**config.mk**
```make
export PLATFORM = sky130hd
export DESIGN_NAME = pe_load_ctrl
export DESIGN_NICKNAME = d
export VERILOG_FILES = /design/src/rtl/pe_load_ctrl.sv
export SDC_FILE = /design/constraint.sdc
export NUM_CORES = 1
export LEC_CHECK = 0
export ABC_AREA = 1
export CORE_MARGIN = 2
export CORE_UTILIZATION = 40
export DETAILED_ROUTE_END_ITERATION = 10
export MAX_ROUTING_LAYER = met4
export PLACE_DENSITY = 0.72
export SLEW_MARGIN = 25
export SYNTH_ARGS = -nofsm -noshare
export SYNTH_HDL_FRONTEND = slang
export SYNTH_SLANG_ARGS = --single-unit
```
**constraint.sdc**
```tcl
create_clock -name clk -period 3 [get_ports clk]
set_input_delay 0.6 -clock clk [delete_from_list [all_inputs] [get_ports clk]]
set_output_delay 0.6 -clock clk [all_outputs]
set_load 0.02 [all_outputs]
```
**src/rtl/pe_load_ctrl.sv**
```systemverilog
// PE load controller: streams weight then fmap words from a buffer
// into a PE array, then waits for MAC completion and drains psums.
module pe_load_ctrl #(
  parameter int DATA_WIDTH = 16,
  parameter int ADDR_WIDTH = 8,
  parameter int LEN_WIDTH  = 8
) (
  input  logic                  clk,
  input  logic                  rst,
  input  logic                  start,
  input  logic                  full_col,
  input  logic [ADDR_WIDTH-1:0] w_base,
  input  logic [ADDR_WIDTH-1:0] f_base,
  input  logic [LEN_WIDTH-1:0]  w_len,
  input  logic [LEN_WIDTH-1:0]  f_len,
  output logic                  buf_rd_en,
  output logic [ADDR_WIDTH-1:0] buf_rd_addr,
  input  logic [DATA_WIDTH-1:0] buf_rd_data,
  output logic                  start_config,
  output logic                  start_weight_load,
  output logic                  start_feature_load,
  output logic                  psum_out_start,
  output logic                  load_full_cloumn,
  output logic [DATA_WIDTH-1:0] weight_in,
  output logic [DATA_WIDTH-1:0] feature_in,
  output logic                  weight_in_en,
  output logic                  feature_in_en,
  input  logic                  fifo_full_filter,
  input  logic                  fifo_full_fmap,
  input  logic                  mac_finish,
  output logic                  busy,
  output logic                  done
);

  typedef enum logic [3:0] {
    S_IDLE,
    S_CFG,
    S_WSTART,
    S_WLOAD,
    S_FSTART,
    S_FLOAD,
    S_WAITMAC,
    S_PSUM,
    S_DONE
  } state_t;

  state_t state, state_nx;

  logic [ADDR_WIDTH-1:0] w_base_q;
  logic [ADDR_WIDTH-1:0] f_base_q;
  logic [LEN_WIDTH-1:0]  w_len_q;
  logic [LEN_WIDTH-1:0]  f_len_q;
  logic [LEN_WIDTH-1:0]  cnt;
  logic                  full_q;
  logic                  pend;

  logic                  in_w;
  logic                  in_f;
  logic [ADDR_WIDTH-1:0] base_sel;
  logic [LEN_WIDTH-1:0]  len_sel;
  logic                  ff_sel;
  logic                  rd_go;
  logic                  load_end;

  // Both load states share one counter/read path, muxed by phase
  always_comb begin
    in_w     = (state == S_WLOAD);
    in_f     = (state == S_FLOAD);
    base_sel = in_f ? f_base_q : w_base_q;
    len_sel  = in_f ? f_len_q : w_len_q;
    ff_sel   = in_f ? fifo_full_fmap
                    : fifo_full_filter;
    rd_go    = (in_w | in_f) && (cnt < len_sel)
               && !pend && !ff_sel;
    load_end = (cnt == len_sel) && !pend;
  end

  always_ff @(posedge clk or posedge rst) begin
    if (rst) begin
      state    <= S_IDLE;
      cnt      <= '0;
      pend     <= 1'b0;
      w_base_q <= '0;
      f_base_q <= '0;
      w_len_q  <= '0;
      f_len_q  <= '0;
      full_q   <= 1'b0;
    end else begin
      state <= state_nx;
      if (state == S_IDLE && start) begin
        w_base_q <= w_base;
        f_base_q <= f_base;
        w_len_q  <= w_len;
        f_len_q  <= f_len;
        full_q   <= full_col;
      end
      if (state == S_WSTART ||
          state == S_FSTART) begin
        cnt  <= '0;
        pend <= 1'b0;
      end else if (rd_go) begin
        cnt  <= cnt + LEN_WIDTH'(1);
        pend <= 1'b1;
      end else begin
        pend <= 1'b0;
      end
    end
  end

  always_comb begin
    state_nx = state;
    unique case (state)
      S_IDLE:    if (start) state_nx = S_CFG;
      S_CFG:     state_nx = S_WSTART;
      S_WSTART:  state_nx = S_WLOAD;
      S_WLOAD:   if (load_end) state_nx = S_FSTART;
      S_FSTART:  state_nx = S_FLOAD;
      S_FLOAD:   if (load_end) state_nx = S_WAITMAC;
      S_WAITMAC: if (mac_finish) state_nx = S_PSUM;
      S_PSUM:    state_nx = S_DONE;
      S_DONE:    state_nx = S_IDLE;
      default:   state_nx = S_IDLE;
    endcase
  end

  // Data is only presented in the cycle after its read
  always_comb begin
    busy               = (state != S_IDLE);
    start_config       = (state == S_CFG);
    start_weight_load  = (state == S_WSTART);
    start_feature_load = (state == S_FSTART);
    psum_out_start     = (state == S_PSUM);
    done               = (state == S_DONE);
    load_full_cloumn   = busy & full_q;
    buf_rd_en          = rd_go;
    buf_rd_addr        = '0;
    if (rd_go)
      buf_rd_addr = base_sel + ADDR_WIDTH'(cnt);
    weight_in_en  = in_w & pend;
    feature_in_en = in_f & pend;
    weight_in     = weight_in_en ? buf_rd_data : '0;
    feature_in    = feature_in_en ? buf_rd_data : '0;
  end

endmodule

```
* Word-level counts from Yosys, hierarchy flattened
Index checks and enable logic that the tools add are counted.
Cells by class: mux-type cells 15, equality and inequality tests 13, magnitude comparators 1, add/sub/neg operators 2, reductions and logical operators 12, bitwise gates (word level) 4
Operator list (count):
- 2-to-1 mux 8 bit | 5
- 2-to-1 mux 16 bit | 2
- one-hot mux 4 bit (8 select lines) | 1
- equality test 4 x 3 -> 1 bit, second input constant | 4
- 2-to-1 mux 4 bit | 4
- adder 8 x 1 -> 8 bit, second input constant | 1
- adder 8 bit | 1
- equality test 4 x 2 -> 1 bit, second input constant | 2
- equality test 8 bit | 1
- less-than comparator 8 bit | 1
- logical AND 1 bit | 5
- equality test 4 x 1 -> 1 bit, second input constant | 1
- equality test 4 bit, second input constant | 1
- zero test 4 bit | 1
- inequality test 2 x 1 -> 1 bit, second input constant | 2
- inequality test 2 bit, second input constant | 2
- AND reduction 4 bit | 1
- nonzero test 4 bit | 1
- AND 1 bit | 3
- 2-to-1 mux 1 bit | 3
- zero test 1 bit | 2
- nonzero test 2 bit | 1
- logical OR 1 bit | 1
- OR 1 bit | 1
Storage, ports and cells: bits in registers 46, word-level logic and storage cells 55, output and inout bits 50, bits of input ports 55

* Depth between registers and ports, before layout
Gate-level depths: netlist of run 1.
depth after elaboration 8, mapped depth 17, mapped depth without buffers 16

* Worst setup path after synthesis of run 1
No wires, ideal clock.
kind register to output, start reg state[1], end out buf_rd_addr[4], cell stages (with the launch flop) 15, required time 2.400 ns, data arrival time 2.418 ns, buffers on the path 2, setup slack -0.018 ns, cell sequence dfrtp_1 > buf_4 > nor2_1 > nand2_2 > clkbuf_1 > o21ai_0 > ha_1 > inv_1 > fa_1 > nor2_1 > nor2_1 > nor2_1 > nor2_1 > xor2_1 > nor2_1
Between the ends: word-level cells in the longest chain between the ends 7, elaborated cells on any way between the ends 13, classes of those cells add/sub (1); order compare (1); eq/ne (2); mux (4); bitwise (1); reduce/logical (4)
Ends and longest elaborated chain:
- start: declaration | line 47 | state_t state, state_nx;
- start signal: assignment | line 89 | state <= state_nx;
- equality test 4 x 3 -> 1 bit | line 68 | in_f = (state == S_FLOAD);
- 2-to-1 mux 8 bit | line 70 | len_sel = in_f ? f_len_q : w_len_q;
- less-than comparator 8 bit | line 73 | rd_go = (in_w | in_f) && (cnt < len_sel)
- logical AND 1 bit | line 73
- logical AND 1 bit (2 in series) | line 74 | && !pend && !ff_sel;
- 2-to-1 mux 8 bit * | line 137 | if (rd_go)
- end: declaration | line 17 | output logic [ADDR_WIDTH-1:0] buf_rd_addr,
Mark *: on every way between the ends. The rest lies on a longest branch, timed or not.

* Worst setup path in the final report of run 1
start reg state[3], end out buf_rd_addr[4]
The elaborated chain is that of the path after synthesis.

==> results of run 1 <==
==> layout by cell type, fill, tap and decap left out, types with 6 or more instances in the layout <==
cell | Yosys | layout
nand2_1 | 96 | 84
clkdlybuf4s50_1 | 0 | 79
inv_1 | 69 | 65
nor2_1 | 63 | 56
dfrtp_1 | 46 | 46
buf_4 | 3 | 38
o21ai_0 | 36 | 23
nand3_1 | 18 | 17
dlymetal6s2s_1 | 0 | 16
mux2_2 | 15 | 15
nand2_2 | 3 | 12
o21ai_2 | 1 | 10
ha_1 | 16 | 9
inv_2 | 5 | 8
nor2_2 | 3 | 6
xor2_1 | 6 | 6
clkbuf_8 | 0 | 6
==> stage by stage <==
step                setup TNS (ns)  setup WS (ns)
floorplan                        0        0.04386
global placement            -2.189        -0.3124
detailed placement          -2.924        -0.4110
CTS                       -0.07633       -0.02866
global route                -1.128        -0.1644
finish                     -0.3327       -0.08904
==> power breakdown <==
group | leakage (nW) | internal [mW] | total, mW | switching [mW]
Clock | 0.0573 | 0.267 | 0.468 | 0.202
Sequential | 0.573 | 0.886 | 1.05 | 0.164
Combinational | 2.03 | 1.11 | 2.48 | 1.37
Total | 2.66 | 2.26 | 4.00 | 1.73
==> flip-flops by register name, indices dropped and copies added (netlist names) <==
| signal | flops |
|---|---|
| f_base_q | 8 |
| w_base_q | 8 |
| full_q | 1 |
| w_len_q | 8 |
| state | 4 |
| f_len_q | 8 |
| cnt | 8 |
| pend | 1 |
==> how the worst max path moves through the flow <==
stage / startpoint / end / slack [ns]
final: state[3]$_DFFE_PP0P_ / buf_rd_addr[4] / -0.09
after global routing: state[3]$_DFFE_PP0P_ / buf_rd_addr[4] / -0.16
after CTS: state[2]$_DFFE_PP0P_ / buf_rd_addr[4] / -0.03
after detailed placement: state[2]$_DFFE_PP0P_ / buf_rd_addr[4] / -0.41
after global placement: state[3]$_DFFE_PP0P_ / buf_rd_addr[4] / -0.31
after floorplan: state[1]$_DFFE_PP0P_ / buf_rd_addr[7] / 0.04
==> critical path, stage by stage (launching register included) <==
cell	delay, ns
dfrtp_1	0.42
nor2_4	0.25
nand2_4	0.12
o21ai_2	0.13
ha_2	0.20
inv_2	0.04
fa_2	0.35
nor2_2	0.11
nor2_1	0.05
nor2_1	0.10
nor2_1	0.06
xor2_1	0.14
nor2_2	0.10
buf_6	0.13
==> routing by layer <==
metal,track usage (%),vias to the layer above,wire (um)
met2,35.14,113,4093
met4,7.692,0,191
met3,4.174,18,572
li1,-,1546,-
met1,23.13,1438,3583
met5,-,-,0
==> area by class of cell <==
type	instances	area (um2)
clock buffers	6	82.58
multi-input cells	281	1748
well taps	99	123.9
inverters	74	277.8
fillers	601	2496
clock inverters	1	30.03
repair buffers	139	1344
flip-flops and latches	46	1151
==> what timing repair did <==
action / 4_1_cts / 5_1_grt
gates resized for setup: 94 / 38
gates cloned: 3 / 0
buffers inserted: 4 / 1
setup endpoints to repair: 11 / 41
pin swaps: 29 / 11
==> kinds of logic after synthesis <==
kind of cell               after synthesis  synth area share, %
buffers and inverters                   86                11.58
AOI/OAI and AO/OA                       47                8.125
and+or+nand+nor                        192                26.67
xor gates and xnor gates                 8                2.333
DFF                                     46                38.33
muxes                                   15                5.625
adders and majority gates               17                7.333
==> results by group, run 1 <==
Setup path
  • Worst reg2reg path startpoint: state[3]$_DFFE_PP0P_
  • Setup CP Type: flip-flop to output port
  • Crit path capture type: output port
  • CP max FO: 5
  • Reg2reg path depth: 14
  • R2r endpoint: state[1]$_DFFE_PP0P_
  • Startpoint Class: flip-flop
  • WP data required: 2.40 ns
  • Crit path DAT: 2.49 ns
  • R2R Setup Slk: 0.51 ns

Floorplanning
  • Height of the chip: 90.65 um
  • Initial Util: 41.40%
  • Core area: 7253 um2
  • Io pins: 105
  • Die ar.: 8217 um2
  • Row count: 31
  • Die X: 90.65 um

Pwr
  • Leak pwr: 2.660 nW
  • Power, Total: 3.997 mW
  • Max IR drop VDD: 0.4180 mV
  • PwrDens: 840.3 nW/um2

Finish
  • Antenna cells: 0
  • Nets: 619
  • Design area: 4757 um2
  • Fraction of layout cells with a size suffix above 1: 23.22%
  • Util after Layout: 65.59%
  • Final cell count without fillers: 646
  • Area delta synth->final: 58.42%

Global route
  • Vias in the first global route: 2946
  • Largest net degree at the start of global routing: 42
  • GRT Overall Usage: 20.30%
  • Initial antenna violation count: 0
  • First-pass GRT wire length: 13.15 mm
  • Grt ovf: 0

Placed design
  • Post-DP Area: 4330 um2
  • Placed insts: 631
  • GPL Wtd Cong: 0.8356
  • DP Wirelength: 6.234 mm
  • I/O Buffers: 104

Clocking
  • Clock Tree Buf Depth: 2
  • Clock Root Buffer: clkbuf_8
  • Post-CTS Hold Buffers: 0
  • Clock-pin slew on the worst setup and hold paths: 0.08 ns
  • CTS Buf Count: 5
  • Clk_lat worst skew: 0.30 ns
  • H-tree levels: 2
  • # clock sinks: 46
  • TritonCTS clock tree: done

Min path
  • Hold EP: f_len_q[3]$_DFFE_PP0P_
  • Hold path cells: 1
  • Worst hold path class: flip-flop to flip-flop
  • Hold Crit Start: f_len_q[3]$_DFFE_PP0P_

Synth
  • Yosys warnings: 0
  • Synth area leader: dfrtp_1
  • Count leader, synth: nand2_1
  • Mapped cell area: 3003 um2
  • Post-synth EDFFs: 0
  • Gate Count Post-Synth: 411
  • #FFs+latches synth: 46
  • Synth unique cells: 29
  • Register area share after synthesis: 38.33%
  • Top cells by count, synth: nand2_1 (96), inv_1 (69), nor2_1 (63)
  • Post-synth ARST share: 100.0%
  • Area share of the largest cell type after synthesis: 38.33%
  • Syn Nets: 483
  • Synth Flop Type: dfrtp_1
  • Avg Cell Area, Syn: 7.306 um2
  • Ranking of synthesized cells by area: dfrtp_1 (38%), nand2_1 (12%), inv_1 (8.6%), nor2_1 (7.9%), ha_1 (6.7%)

Detailed routing
  • Final ANT Viol Nets: 0
  • Initial DRC Count: 164
  • Avg Vias per Cell: 4.822
  • Drt total wl: 8.440 mm
  • Number of remaining DRC errors: 0
  • Pre-antenna DRT Iters: 4
  • WL/cell: 13.07 um
  • Vias: 3115

STA
  • Skew final: 0.004465 ns
  • Period Utilization, post-route: 103.0%
  • # setup viols final: 7
  • Final worst slack: -0.08904 ns
  • Max frequency: 323.7 MHz
  • Final hold vios: 0
  • Unrepaired setup endpoints after global routing: true
  • Max_slew headroom: 49.18%
  • Min Tclk post-route: 3.089 ns
  • WHS: 0.5172 ns
  • Worst-margin pin slew: 0.7577 ns
  • Slew Viols, Final: 0

Outcome
  • Run status: finished, violations left
  • Violated checks: setup timing

Job
  • Max cap viols: 0
(Power assumes the default switching activity.)
==> inputs of run 2 (changes only) <==
- ABC_AREA: 1 -> unset
- PLACE_DENSITY: 0.72 -> 0.76
- clock period: 3 -> 2.65 ns (I/O delays scaled with it)
==> run 2 against run 1 <==
  * The flow still finishes with violations (setup timing)
  * Count of clock-buffer cells in the layout shrank 1
  * Synthesized cell count is 32% lower
  * Via count is 11% lower
  * Sequential power increased by 13%
  * Setup slack worse by 0.83 ns
  * Design area is 0.63% lower
  * Cell count shrank 18%
  * Clock power rose by 12%
  * Die area shrank 2.8%
  * Combinational power up 11%
  * Flip-flop and latch count unchanged
  * Register-to-register slack worse by 0.97 ns
  * Highest routed layer unchanged
==> results by group, run 2 <==
Outcome
  • Run status: finished, violations left
  • Violated checks: setup timing

Pwr
  • Max IR drop VDD: 0.4247 mV (+1.6%)
  • Power, Total: 4.473 mW (+12%)
  • Leak pwr: 2.165 nW (-19%)
  • PwrDens: 946.3 nW/um2 (+13%)

Setup path
  • CP peak stage delay: 0.41 ns (about the same)
  • Top delay family on crit path: multiplexers
  • WP data required: 2.12 ns (-0.28 ns)
  • Startpoint Class: flip-flop
  • CP max FO: 4 (-1)
  • Crit path capture type: output port
  • Worst Path Buf+Inv: 4 (+2)
  • CP cell instances: nor4bb_4, buf_4, buf_6, mux2_4, ha_4, inv_2, fa_2, nor2b_2, o21a_1, o21ai_2, mux2i_2, a31oi_4, buf_6
  • CP dominant cell by count: buf_6
  • Crit path DAT: 3.04 ns (+0.55 ns)
  • CP max-delay cell: dfrtp_1
  • Setup CP Type: flip-flop to output port

Floorplanning
  • Initial Util: 40.85% (-0.55 points)
  • Height of the chip: 89.37 um (-1.4%)
  • Die X: 89.37 um (-1.4%)
  • Die ar.: 7987 um2 (-2.8%)
  • Io pins: 105 (unchanged)
  • Row count: 31 (unchanged)
  • Core area: 7137 um2 (-1.6%)

Placed design
  • GPL Wtd Cong: 0.8636 (+3.4%)
  • Post-place setup slack: -1.086 ns (-0.6748 ns)
  • I/O Buffers: 104 (unchanged)
  • DP Wirelength: 6.081 mm (-2.5%)
  • Placed insts: 507 (-20%)

Synth
  • Synth unique cells: 46 (+59%)
  • Syn Nets: 352 (-27%)
  • Count leader, synth: dfrtp_1
  • Synth area leader: dfrtp_1
  • Post-synth EDFFs: 0 (unchanged)
  • Top cells by count, synth: dfrtp_1 (46), mux2_2 (41), and2_1 (18)
  • Area share of the largest cell type after synthesis: 39.48% (+1.2 points)
  • Post-synth ARST share: 100.0% (unchanged)
  • Synth Flop Type: dfrtp_1
  • Ranking of synthesized cells by area: dfrtp_1 (39%), mux2_2 (16%), ha_1 (6.9%), and2_1 (3.9%), and3_1 (3.6%)
  • #FFs+latches synth: 46 (unchanged)
  • Mapped cell area: 2915 um2 (-2.9%)
  • Avg Cell Area, Syn: 10.41 um2 (+43%)
  • Gate Count Post-Synth: 280 (-32%)
  • Register area share after synthesis: 39.48% (+1.2 points)
  • Yosys warnings: 0 (unchanged)

Detailed routing
  • Pre-antenna DRT Iters: 4 (unchanged)
  • WL/cell: 16.28 um (+25%)
  • Drt total wl: 8.660 mm (+2.6%)
  • Final ANT Viol Nets: 0 (unchanged)
  • Initial DRC Count: 166 (+1.2%)
  • Vias: 2766 (-11%)
  • Number of remaining DRC errors: 0 (unchanged)
  • Avg Vias per Cell: 5.199 (+7.8%)

STA
  • Max_slew headroom: 70.86% (+22 points)
  • Final hold vios: 0 (unchanged)
  • Skew final: 0.01114 ns (+0.006673 ns)
  • Period Utilization, post-route: 134.9%
  • # setup viols final: 17 (+10)
  • Max frequency: 279.8 MHz
  • Worst-margin pin slew: 0.4361 ns (-0.3216 ns)
  • Unrepaired setup endpoints after global routing: true
  • WHS: 0.5146 ns (-0.002564 ns)
  • Min Tclk post-route: 3.574 ns
  • Slew Viols, Final: 0 (unchanged)
  • Final worst slack: -0.9238 ns (-0.8348 ns)

Clocking
  • Clock Root Buffer: clkbuf_8
  • Clock-pin slew on the worst setup and hold paths: 0.09 ns (about the same)
  • Clk_lat worst skew: 0.31 ns (about the same)
  • Clock Tree Buf Depth: 2 (unchanged)
  • Post-CTS Hold Buffers: 0 (unchanged)
  • H-tree levels: 2 (unchanged)
  • TritonCTS clock tree: done
  • CTS Buf Count: 5 (unchanged)
  • # clock sinks: 46 (unchanged)

Finish
  • Most frequent cells in the layout: clkdlybuf4s50_1 (61), buf_4 (53), dfrtp_1 (46)
  • Util after Layout: 66.23% (+0.65 points)
  • Antenna cells: 0 (unchanged)
  • Fill count: 561 (-6.7%)
  • Most common cell after layout, fill and taps aside: clkdlybuf4s50_1
  • Fraction of layout cells with a size suffix above 1: 42.26% (+19 points)
  • FF+latch area: 1151 um2 (unchanged)
  • Nets: 504 (-19%)
  • Multi-input gate area: 1898 um2 (+8.6%)
  • Final cell count without fillers: 532 (-18%)
  • Area delta synth->final: 62.15%

Global route
  • Vias in the first global route: 2603 (-12%)
  • First-pass GRT wire length: 12.58 mm (-4.4%)
  • Grt ovf: 0 (unchanged)
  • Largest net degree at the start of global routing: 47 (+12%)
  • Initial antenna violation count: 0 (unchanged)
  • GRT Overall Usage: 21.26% (+0.95 points)

Job
  • Max cap viols: 0 (unchanged)

Min path
  • Worst hold path class: flip-flop to flip-flop
[run 2: cell types whose count changed in the layout (fill, tap and decap cells not counted), moves of 18 or more]
cell,before,now
nand2_1,84,9
inv_1,65,6
nor2_1,56,8
clkbuf_2,0,25
mux2_2,15,40
o21ai_0,23,3
clkdlybuf4s50_1,79,61
[run 2: path summary, 6_finish.rpt]
path | depth (start not counted) | slack (ns) | from | to
setup / recovery | 13 | -0.92 | state[3]$_DFFE_PP0P_ | buf_rd_addr[6]
hold / removal | 1 | 0.51 | w_base_q[1]$_DFFE_PP0P_ | w_base_q[1]$_DFFE_PP0P_
hold reg to reg | 1 | 0.51 | w_base_q[1]$_DFFE_PP0P_ | w_base_q[1]$_DFFE_PP0P_
max in group asynchronous | 3 | 1.86 | rst | w_base_q[5]$_DFFE_PP0P_
setup reg to reg | 12 | -0.46 | state[3]$_DFFE_PP0P_ | cnt[6]$_DFFE_PP0P_
min in group asynchronous | 3 | 0.57 | rst | w_len_q[1]$_DFFE_PP0P_
[run 2: timing repair]
| action | in CTS | in global routing |
|---|---|---|
| setup buffers | 12 | 3 |
| gates resized for setup | 109 | 80 |
| pin swaps | 11 | 13 |
| gates cloned | 1 | 1 |
| setup endpoints to repair | 54 | 53 |
[run 2: cells by family after synthesis]
kind of cell / Yosys count / synth area share (%)
multiplexers: 50 / 18.93
flip-flops: 46 / 39.48
AO/OA/AOI/OAI: 34 / 7.425
XOR/XNOR: 4 / 1.202
adder cells (fa/ha/maj): 17 / 7.554
buffers and inverters: 26 / 3.991
AND/OR/NAND/NOR: 103 / 21.42
[run 2: stage by stage]
step | area, um2 | setup TNS [ns]
after floorplan | 3042 | -3.973
after global placement | 4419 | -11.81
after detailed placement | 4419 | -12.76
after CTS | 4692 | -8.736
after global routing | 4727 | -11.37
final | 4727 | -9.371
[run 2: final cells by class]
type | instances | area share (%)
clock buffer | 5 | 1.456
clock inverter | 3 | 0.8470
tap | 99 | 2.620
inverter | 10 | 0.7941
multi-input combinational | 208 | 40.15
sequential | 46 | 24.35
timing repair buffer | 161 | 29.78
[run 2: per-layer routing]
metal	vias to the layer above	share of wire, %	GRT usage (%)
met5	-	0	-
met2	75	49	32.59
met4	0	2.1	6.513
met3	22	4.1	3.786
li1	1308	-	-
met1	1361	45	28.77
[run 2: report_power, final]
| part | internal [mW] | switching, mW | total (mW) |
|---|---|---|---|
| Combinational | 1.46 | 1.29 | 2.76 |
| Sequential | 1.01 | 0.186 | 1.19 |
| Clock | 0.278 | 0.245 | 0.523 |
